==> src/rtl/sevseg_pkg.sv <==
// -----------------------------------------------------------------------------
// sevseg_pkg
// Shared constants and helpers for the multiplexed seven-segment driver.
//   SEG_TABLE  : active-high {g,f,e,d,c,b,a} glyphs for hex digits 0..F
//   SEG_OFF    : logical (active-high) code with every segment dark
//   hex_to_seg : nibble -> 7-bit glyph
//   lz_mask    : per-digit leading-zero blank mask (digit 0 never blanked)
// -----------------------------------------------------------------------------
package sevseg_pkg;

  localparam int MAX_DIGITS = 16;

  localparam logic [7:0] SEG_OFF = 8'h00;

  localparam logic [6:0] SEG_TABLE [16] = '{
    7'h3F, 7'h06, 7'h5B, 7'h4F, 7'h66, 7'h6D, 7'h7D, 7'h07,
    7'h7F, 7'h6F, 7'h77, 7'h7C, 7'h39, 7'h5E, 7'h79, 7'h71
  };

  function automatic logic [6:0] hex_to_seg(input logic [3:0] nib);
    return SEG_TABLE[nib];
  endfunction

  // Bit i is set when nibble i and every nibble above it (up to digits-1)
  // are zero. Walking from the most significant digit downward keeps a
  // running "everything above is zero" flag.
  function automatic logic [MAX_DIGITS-1:0] lz_mask(input logic [4*MAX_DIGITS-1:0] data,
                                                    input int digits);
    logic [MAX_DIGITS-1:0] mask;
    logic                  zero_above;
    mask       = '0;
    zero_above = 1'b1;
    for (int i = MAX_DIGITS - 1; i >= 0; i--) begin
      if (i < digits) begin
        zero_above = zero_above && (data[4*i +: 4] == 4'h0);
        mask[i]    = zero_above && (i != 0);
      end
    end
    return mask;
  endfunction

endpackage

==> src/rtl/sevseg_scan_driver_if.sv <==
// -----------------------------------------------------------------------------
// sevseg_scan_driver_if
// Bundles the display-register side (data, dp, blank_lz, load handshake,
// enable) and the pin side (seg, an, frame_tick) of the scan driver.
//   master : the CPU/register side that drives data and load_req
//   slave  : the scan driver itself
// -----------------------------------------------------------------------------
interface sevseg_scan_driver_if #(
  parameter int DIGITS = 8
);
  logic                  enable;
  logic [4*DIGITS-1:0]   data;
  logic [DIGITS-1:0]     dp;
  logic                  blank_lz;
  logic                  load_req;
  logic                  load_ack;
  logic [7:0]            seg;
  logic [DIGITS-1:0]     an;
  logic                  frame_tick;

  modport master (
    output enable, data, dp, blank_lz, load_req,
    input  load_ack, seg, an, frame_tick
  );

  modport slave (
    input  enable, data, dp, blank_lz, load_req,
    output load_ack, seg, an, frame_tick
  );
endinterface

==> src/rtl/sevseg_decode.sv <==
// -----------------------------------------------------------------------------
// sevseg_decode
// Combinational glyph decode for the currently selected digit. Output is
// logical (1 = lit); the parent applies board polarity.
//   nib_i   : hex nibble to show
//   dp_i    : decimal point for this digit
//   blank_i : suppress the glyph (leading zero); dp is still passed through
//   seg_o   : {dp, g, f, e, d, c, b, a}
// -----------------------------------------------------------------------------
module sevseg_decode
  import sevseg_pkg::*;
(
  input  logic [3:0] nib_i,
  input  logic       dp_i,
  input  logic       blank_i,
  output logic [7:0] seg_o
);

  assign seg_o = {dp_i, blank_i ? SEG_OFF[6:0] : hex_to_seg(nib_i)};

endmodule

==> src/rtl/sevseg_scan_driver.sv <==
// -----------------------------------------------------------------------------
// sevseg_scan_driver
// Time-multiplexed driver for DIGITS seven-segment digits sharing one
// segment bus. Each digit owns a slot of DIV clocks; the first BLANK_CYC
// clocks of every slot keep all anodes dark so the segment bus can settle
// on the new glyph without ghosting into the neighbouring digit.
// Display data is copied into a shadow only at a frame boundary (or while
// disabled) so a frame is never drawn from two different register values.
//   clk   : system clock
//   rst_n : asynchronous active-low reset
//   bus   : slave side of sevseg_scan_driver_if
//           (enable, data, dp, blank_lz, load_req -> load_ack, seg, an,
//            frame_tick); all outputs are registered
// -----------------------------------------------------------------------------
module sevseg_scan_driver
  import sevseg_pkg::*;
#(
  parameter int DIGITS         = 8,
  parameter int DIV            = 50000,
  parameter int BLANK_CYC      = 16,
  parameter bit SEG_ACTIVE_LOW = 1'b1,
  parameter bit AN_ACTIVE_LOW  = 1'b1
) (
  input  logic                 clk,
  input  logic                 rst_n,
  sevseg_scan_driver_if.slave  bus
);

  localparam int PW    = $clog2(DIV);
  localparam int IDX_W = (DIGITS > 1) ? $clog2(DIGITS) : 1;

  localparam logic [PW-1:0]     P_LAST  = PW'(DIV - 1);
  localparam logic [PW-1:0]     P_BLANK = PW'(BLANK_CYC);
  localparam logic [IDX_W-1:0]  I_LAST  = IDX_W'(DIGITS - 1);

  // Pin-level "everything dark" patterns; XOR with these applies polarity.
  localparam logic [7:0]        SEG_DARK = {8{SEG_ACTIVE_LOW}};
  localparam logic [DIGITS-1:0] AN_DARK  = {DIGITS{AN_ACTIVE_LOW}};

  logic [PW-1:0]          presc_q, presc_d;
  logic [IDX_W-1:0]       idx_q, idx_d;
  logic [4*DIGITS-1:0]    sh_data_q, sh_data_d;
  logic [DIGITS-1:0]      sh_dp_q, sh_dp_d;
  logic                   sh_lz_q, sh_lz_d;
  logic [7:0]             seg_q, seg_d;
  logic [DIGITS-1:0]      an_q, an_d;
  logic                   ack_q, ack_d;
  logic                   tick_q, tick_d;

  logic                   slot_end, frame_end, accept;
  logic [3:0]             cur_nib;
  logic                   cur_dp;
  logic                   cur_blank;
  logic [MAX_DIGITS-1:0]  lz_bits;
  logic [DIGITS-1:0]      an_onehot;
  logic [7:0]             seg_logic;

  // Scan position, load acceptance and next outputs. Outputs are computed
  // from next-state values so the registered pins always reflect the
  // slot/shadow that is current in the same cycle.
  always_comb begin
    slot_end  = bus.enable && (presc_q == P_LAST);
    frame_end = slot_end && (idx_q == I_LAST);

    presc_d = presc_q + PW'(1);
    idx_d   = idx_q;
    if (!bus.enable) begin
      presc_d = '0;
      idx_d   = '0;
    end else if (slot_end) begin
      presc_d = '0;
      idx_d   = (idx_q == I_LAST) ? '0 : idx_q + IDX_W'(1);
    end

    accept    = bus.load_req && (frame_end || !bus.enable);
    sh_data_d = accept ? bus.data     : sh_data_q;
    sh_dp_d   = accept ? bus.dp       : sh_dp_q;
    sh_lz_d   = accept ? bus.blank_lz : sh_lz_q;

    cur_nib   = 4'h0;
    cur_dp    = 1'b0;
    an_onehot = '0;
    for (int i = 0; i < DIGITS; i++) begin
      an_onehot[i] = (idx_d == IDX_W'(i));
      if (idx_d == IDX_W'(i)) begin
        cur_nib = sh_data_d[4*i +: 4];
        cur_dp  = sh_dp_d[i];
      end
    end

    lz_bits   = lz_mask((4*MAX_DIGITS)'(sh_data_d), DIGITS);
    cur_blank = sh_lz_d && lz_bits[idx_d];

    seg_d  = bus.enable ? (seg_logic ^ SEG_DARK) : SEG_DARK;
    an_d   = (bus.enable && (presc_d >= P_BLANK)) ? (an_onehot ^ AN_DARK) : AN_DARK;
    ack_d  = accept;
    tick_d = frame_end;
  end

  sevseg_decode u_decode (
    .nib_i   (cur_nib),
    .dp_i    (cur_dp),
    .blank_i (cur_blank),
    .seg_o   (seg_logic)
  );

  // Register stage: scan state, shadow and every output pin.
  always_ff @(posedge clk or negedge rst_n) begin
    if (!rst_n) begin
      presc_q   <= '0;
      idx_q     <= '0;
      sh_data_q <= '0;
      sh_dp_q   <= '0;
      sh_lz_q   <= 1'b0;
      seg_q     <= SEG_DARK;
      an_q      <= AN_DARK;
      ack_q     <= 1'b0;
      tick_q    <= 1'b0;
    end else begin
      presc_q   <= presc_d;
      idx_q     <= idx_d;
      sh_data_q <= sh_data_d;
      sh_dp_q   <= sh_dp_d;
      sh_lz_q   <= sh_lz_d;
      seg_q     <= seg_d;
      an_q      <= an_d;
      ack_q     <= ack_d;
      tick_q    <= tick_d;
    end
  end

  assign bus.seg        = seg_q;
  assign bus.an         = an_q;
  assign bus.load_ack   = ack_q;
  assign bus.frame_tick = tick_q;

endmodule
==> src/flat_wrapper.sv <==
// flat-port wrapper written by rule: the top's interface ports become plain ports
module sevseg_scan_driver_flat import sevseg_pkg::*;
#(
  parameter int DIGITS         = 8,
  parameter int DIV            = 50000,
  parameter int BLANK_CYC      = 16,
  parameter bit SEG_ACTIVE_LOW = 1'b1,
  parameter bit AN_ACTIVE_LOW  = 1'b1
)
  (clk, rst_n, bus_enable, bus_data, bus_dp, bus_blank_lz, bus_load_req, bus_load_ack, bus_seg, bus_an, bus_frame_tick);
  sevseg_scan_driver_if #(.DIGITS(DIGITS)) bus_i ();
  input  logic clk;
  input  logic rst_n;
  input wire logic [$bits(bus_i.enable)-1:0] bus_enable;
  input wire logic [$bits(bus_i.data)-1:0] bus_data;
  input wire logic [$bits(bus_i.dp)-1:0] bus_dp;
  input wire logic [$bits(bus_i.blank_lz)-1:0] bus_blank_lz;
  input wire logic [$bits(bus_i.load_req)-1:0] bus_load_req;
  output wire logic [$bits(bus_i.load_ack)-1:0] bus_load_ack;
  output wire logic [$bits(bus_i.seg)-1:0] bus_seg;
  output wire logic [$bits(bus_i.an)-1:0] bus_an;
  output wire logic [$bits(bus_i.frame_tick)-1:0] bus_frame_tick;
  assign bus_i.enable = bus_enable;
  assign bus_i.data = bus_data;
  assign bus_i.dp = bus_dp;
  assign bus_i.blank_lz = bus_blank_lz;
  assign bus_i.load_req = bus_load_req;
  assign bus_load_ack = bus_i.load_ack;
  assign bus_seg = bus_i.seg;
  assign bus_an = bus_i.an;
  assign bus_frame_tick = bus_i.frame_tick;
  sevseg_scan_driver #(.DIGITS(DIGITS), .DIV(DIV), .BLANK_CYC(BLANK_CYC), .SEG_ACTIVE_LOW(SEG_ACTIVE_LOW), .AN_ACTIVE_LOW(AN_ACTIVE_LOW)) u_core (.clk(clk), .rst_n(rst_n), .bus(bus_i));
endmodule
==> config.mk <==
export PLATFORM = sky130hd
export DESIGN_NAME = sevseg_scan_driver_flat
export DESIGN_NICKNAME = d
export VERILOG_FILES = /design/src/rtl/sevseg_pkg.sv /design/src/rtl/sevseg_scan_driver_if.sv /design/src/rtl/sevseg_decode.sv /design/src/rtl/sevseg_scan_driver.sv /design/src/flat_wrapper.sv
export SDC_FILE = /design/constraint.sdc
export NUM_CORES = 1
export LEC_CHECK = 0
export CAP_MARGIN = 10
export CORE_MARGIN = 1.5
export CORE_UTILIZATION = 52
export DETAILED_ROUTE_END_ITERATION = 6
export MAX_ROUTING_LAYER = met4
export PLACE_DENSITY = 0.89
export SYNTH_ARGS = -nofsm -noshare
export SYNTH_HDL_FRONTEND = slang
export SYNTH_SLANG_ARGS = --single-unit
==> constraint.sdc <==
create_clock -name clk -period 8.15 [get_ports clk]
set_input_delay 1.63 -clock clk [delete_from_list [all_inputs] [get_ports clk]]
set_output_delay 1.63 -clock clk [all_outputs]
set_load 0.02 [all_outputs]
== Word-level counts from Yosys, hierarchy flattened ==
Memory sizes are Yosys's and may differ from the RTL's.
Index checks and enable logic that the tools add are counted.
Word-level totals
  memories: 1
  bits in read-only memories: 112
  bits in registers: 78
  word-level logic and storage cells: 79
  input bits: 45
  output and inout bits: 18
Cells by class
  multiplexer cells: 31
  add/subtract/negate cells: 2
  equal/unequal tests: 9
  bitwise operators: 3
  $lt $le $gt $ge: 3
  reduce and logical (&&, ||, !) cells: 21
Memory list
  (no name shown): words 16, width 7, rd ports 1, clocked after memory_dff 0, wr ports 0, RTL line sevseg_pkg.sv:21  | return SEG_TABLE[nib];
Operator list (number)
  $mux W16: 2
  $mux W32: 1
  $mux W4: 8
  $logic_not A4 Y1: 7
  $mux W8: 3
  $mux W7: 3
  $add A16 B1 Y16 const B: 1
  $eq A16 B16 Y1 const B: 1
  $ge A16 B5 Y1 const B: 1
  $not A8 Y8: 2
  $eq A3 B3 Y1 const B: 5
  $logic_and A1 B1 Y1: 11
  $mux W1: 10
  $mux W3: 3
  $eq A3 B2 Y1 const B: 2
  $ge A5 B5 Y1 const B: 1
  $lt A3 B5 Y1 const B: 1
  $not A4 Y5: 1
  $add A3 B1 Y3 const B: 1
  $bmux W1 S3: 1
  $eq A3 B1 Y1 const B: 1
  $logic_not A3 Y1: 1
  $logic_not A1 Y1: 1
  $logic_or A1 B1 Y1: 1

== Depth between registers and ports, before layout ==
  depth after elaboration: 21
  mapped depth: 18
  gate-level depth less buffers: 15

== Hierarchy ==
Synthesis repeated with hierarchy kept, for this count alone.
Second synthesis, totals
  cells, all modules: 425
  area, all modules: 4317.9 um^2
Modules (own cells, without submodules)
  sevseg_scan_driver: area an instance 4043.9 um^2, instances 1, cells an instance 389, sequential area each 1971.9 um^2
  sevseg_decode: area an instance 274.0 um^2, instances 1, cells an instance 36, sequential area each 0.0 um^2

== Worst setup path after synthesis ==
No wires, ideal clock.
  path kind: input port to flip-flop
  from: input port bus_enable
  to: register u_core.seg_q[3] (netlist: u_core.bus.seg[3])
  setup slack: 3535 ps
  stages: 16
  arrival: 4553 ps
  cells stage by stage: buf_2 nand4_1 nor3b_4 a41oi_2 buf_6 buf_6 mux2_4 o2bb2ai_1 or4_1 a31o_2 inv_1 ha_1 inv_1 mux2i_1 mux2_2 nand2_1
Between the ends
  cells in the longest elaborated chain, start to end: 20
Ends and longest elaborated chain
  from (decl): RTL line flat_wrapper.sv:14  | input wire logic [$bits(bus_i.enable)-1:0] bus_enable;
  $logic_and A1 B1 Y1: RTL line sevseg_scan_driver.sv:62  | slot_end = bus.enable && (presc_q == P_LAST);
  $logic_and A1 B1 Y1: RTL line sevseg_scan_driver.sv:63  | frame_end = slot_end && (idx_q == I_LAST);
  $logic_or A1 B1 Y1 (*): RTL line sevseg_scan_driver.sv:75  | accept = bus.load_req && (frame_end || !bus.enable);
  $logic_and A1 B1 Y1 (*): RTL line sevseg_scan_driver.sv:75
  $mux W32 (*): RTL line sevseg_scan_driver.sv:76  | sh_data_d = accept ? bus.data : sh_data_q;
  named net u_core.sh_data_d[1]: RTL line sevseg_scan_driver.sv:42  | logic [4*DIGITS-1:0] sh_data_q, sh_data_d;
  $mux W4 (*) (8 in a row): RTL line sevseg_scan_driver.sv:85  | if (idx_d == IDX_W'(i)) begin
  $not A4 Y5 (implied by the code) (*): RTL line sevseg_pkg.sv:21
  $mem_v2 Z16 W7 (*)
  $mux W7 (implied by the code) (*) (2 in a row): RTL line sevseg_pkg.sv:21
  $mux W7 (*): RTL line sevseg_decode.sv:19  | assign seg_o = {dp_i, blank_i ? SEG_OFF[6:0] : hex_to_seg(nib_i)};
  $not A8 Y8 (no source line) (*)
  $mux W8 (*): RTL line sevseg_scan_driver.sv:94  | seg_d = bus.enable ? (seg_logic ^ SEG_DARK) : SEG_DARK;
  named net u_core.seg_d[3]: RTL line sevseg_scan_driver.sv:45  | logic [7:0] seg_q, seg_d;
  to (signal assigned): RTL line sevseg_scan_driver.sv:125  | seg_q <= seg_d;
  to (decl): RTL line sevseg_scan_driver.sv:45
The timed path passes the listed nets; every way through them passes the cells marked *. The select of a mux whose other input is x is not followed.

== Worst setup path after layout ==
  from: input port bus_enable
  to: register u_core.seg_q[3] (netlist: u_core.bus.seg[3])
RTL lines
  $logic_and A1 B1 Y1: RTL line sevseg_scan_driver.sv:62
  $mux W3: RTL line sevseg_scan_driver.sv:70  | end else if (slot_end) begin
  $mux W3 (*): RTL line sevseg_scan_driver.sv:67  | if (!bus.enable) begin
  named net u_core.idx_d[1]: RTL line sevseg_scan_driver.sv:41  | logic [IDX_W-1:0] idx_q, idx_d;
  $logic_not A3 Y1: RTL line sevseg_scan_driver.sv:85
  $mux W4 (8 in a row): RTL line sevseg_scan_driver.sv:85
  $not A4 Y5 (implied by the code): RTL line sevseg_pkg.sv:21
  $mem_v2 Z16 W7
  $mux W7 (implied by the code) (2 in a row): RTL line sevseg_pkg.sv:21
  $mux W7 (*): RTL line sevseg_decode.sv:19
  $not A8 Y8 (no source line) (*)
  $mux W8 (*): RTL line sevseg_scan_driver.sv:94
  named net u_core.seg_d[3]: RTL line sevseg_scan_driver.sv:45
Marks and branches as above.

==> flow_summary.toml <==
[clock_network]
cts_resized = 0
clk_latency_ps = 360
postCtsHoldBufs = 0
tritoncts = "built"
path_clk_slew_ps = 80
clock-sinks = 78
clock_path_buffers = 2
htreeDepth = 3
root_buffer = "clkbuf_8"
cts_made_buffers = 9
cts_setup_buffers = 0

[critical_path]
crit_family = "simple AND/OR/NAND/NOR gates"
cp.required_ps = 8440
cpPeakStageDelay_ps = 860
worstPathArrival_ps = 6050
cp_common_cell = "inv_1"
cp_cell_sequence = "clkdlybuf4s50_1 > nand4_1 > nor3b_4 > nand2_2 > mux2i_2 > nor2_1 > or4_1 > a31o_2 > inv_1 > ha_1 > inv_1 > mux2i_1 > mux2_2 > nand2_1"
slowest_stage = "clkdlybuf4s50_1"
critPathKind = "in -> reg"
reg2reg_setup_slack_ps = 3680
end_kind = "flop"
cp_num_buf_inv = 3
cp_max_fo = 18
start_kind = "input port"

[finish]
nNetsFinal = 504
antenna_cells = 0
mostFrequentLayoutCell = "dfrtp_1"
fin_cells = 557
layout-drive-gt1-share_pct = 16.3
syn_to_final_growth_pct = 21.1
layout_common_cells = "dfrtp_1 (62), clkdlybuf4s50_1 (61), nor2_1 (31)"

[global_route]
grt_util_all_layers_pct = 25.3
busiest_layer = "met2"
grt_max_degree = 79
antenna_found_initial = 0
met3_usage_pct = 5.14
grt_overflow_total = 0
grt_use_met2_pct = 39.1
grt_pass1_wl_microns = 16100
use_met1_pct = 32.2
grt_pass1_vias = 3351

[detailed_routing]
first_pass_iters = 6
via_count = 3283
dr.first_iter.drc_count = 231
postRouteAntennaNets = 0
drcViolationCount = 0
wl_per_cell_microns = 17.9
drt-total-wl_microns = 9950
via_per_inst = 5.89

[synth]
ys_seq_area_share_pct = 47.6
ys_async_sr_fraction_pct = 100
yosysTopAreaCellShare_pct = 37.5
netlist_instances = 389
synth-seq-cells = 78
syn_area_sq_um = 4140
yosys.area.top_type = "dfrtp_1"
yosys-top-cells-area = "dfrtp_1 (37%), dfstp_2 (10%), mux2_2 (7.1%)"
synth_cell_types = 63
synth_edf_count = 0
yosysWarnings = 0
syn_avg_cell_area_sq_um = 10.6
syn_nets = 443
synth_top_flop_cell = "dfrtp_1"

[pwr]
p_clk_share_pct = 32.0
ir_worst_vdd_mv = 0.173
p_comb_share_pct = 17.9
power.density_nw_per_um2 = 177
net-switching-power_uw = 242
power_leakage_nw = 2.19
internal_power_uw = 646
switching_share_pct = 27.3
sequentialPowerShare_pct = 50.1
power.total_uw = 889

[sta]
relSlewSlack_pct = 33.4
hold_viol = 0
min_period_ps = 5760
setup_viol = 0
clock_skew_ps = 9.77
rsz0062_at_grt = "no"
finalMaxSlewViolations = 0
fin_tns_setup_ps = 0
min_period_over_period_pct = 70.7
fmax_mhz = 174
worst_pin_slew_ps = 971

[die]
io_pins = 63
core_area_sq_um = 7730
start_util_pct = 53.6
die_w_microns = 92.2
die_h_microns = 92.2
row_count = 32
dieArea_sq_um = 8510

[place]
placed_cells = 541
dpl.hpwl_microns = 7270
port_buffers = 62
gp_congestion = 1.04

[job]
max-cap-violations = 0

[worst_hold_path]
min_path_type = "reg -> reg"

[status]
status = "complete, no violations"
## cell type report
class | count | area [sq um]
Tap cell | 102 | 128
Inverter | 22 | 82.6
Clock inverter | 6 | 62.6
Fill cell | 589 | 2710
Timing Repair Buffer | 63 | 626
Multi-Input combinational cell | 276 | 2020
Clock buffer | 10 | 128
Sequential cell | 78 | 1970
## flip-flops by register name, summed over array words and instances (netlist names)
signal	flops
u_core.bus.load_ack	1
u_core.sh_lz_q	1
u_core.idx_q	3
u_core.sh_dp_q	8
u_core.presc_q	16
u_core.bus.an	8
u_core.bus.seg	8
u_core.bus.frame_tick	1
u_core.sh_data_q	32
## through the flow
stage | setup WS [ps] | instance area (sq um) | hold slack (ps) | util (%)
6_report | 2390 | 5010 | 489 | 64.9
5_1_grt | 2020 | 5010 | 510 | 64.9
4_1_cts | 2420 | 5010 | 492 | 64.9
3_5_place_dp | 2070 | 4820 | 475 | 62.4
3_3_place_gp | 2150 | 4820 | 449 | 62.4
2_1_floorplan | 3540 | 4140 | 433 | -
## worst min-delay path, delay by kind of cell (launching register included)
| family | cells | cell delay [ps] |
|---|---|---|
| flip-flops | 1 | 320 |
| buffers and inverters | 1 | 50 |
| multiplexers | 1 | 80 |
## Yosys cell counts (all sizes together) (3+ instances only)
cell	instances
a21oi	8
and3	7
buf	9
clkbuf	4
dfrtp	62
dfstp	16
ha	9
inv	21
mux2	28
mux2i	27
nand2	31
nand2b	11
nand3	15
nand4	3
nor2	31
nor2b	3
nor3	8
nor3b	3
nor4	14
o211ai	6
o21ai	12
o221ai	3
o22ai	5
o31ai	3
or4	4
xnor2	7
xor2	7
## power by group through the flow
stage | clock network, mW | logic, mW | registers, mW
finish | 0.284 | 0.159 | 0.445
detailed placement | 0 | 0.157 | 0.452
floorplan | 0 | 0.0879 | 0.455
CTS | 0.288 | 0.159 | 0.445
global route | 0.303 | 0.174 | 0.448
global placement | 0 | 0.152 | 0.450
## path summary, 6_finish.rpt
kind | from | endpoint | depth (start not counted)
max in group asynchronous | rst_n | u_core.presc_q[3] | 1
setup / recovery | bus_enable | u_core.bus.seg[3] | 14
setup reg to reg | u_core.presc_q[0] | u_core.bus.seg[0] | 12
hold / removal | u_core.sh_dp_q[2] | u_core.sh_dp_q[2] | 2
min in group asynchronous | rst_n | u_core.presc_q[9] | 1
hold reg to reg | u_core.sh_dp_q[2] | u_core.sh_dp_q[2] | 2
## per-layer routing
layer | share of wire (%) | wire length [microns] | vias to the layer above
met4 | 2.7 | 267 | 0
met2 | 48 | 4750 | 120
met3 | 6.4 | 636 | 26
li1 | - | - | 1526
met5 | 0 | 0 | -
met1 | 43 | 4300 | 1611
## kinds of logic after synthesis
family,Yosys count,synth area share (%)
and+or+nand+nor,139,17.6
DFF,78,47.6
AOI/OAI and AO/OA,59,10.4
muxes,55,14.7
buffers and inverters,35,3.96
xor gates and xnor gates,14,2.96
adders and majority gates,9,2.72
Power figures use the tool's default switching activity.
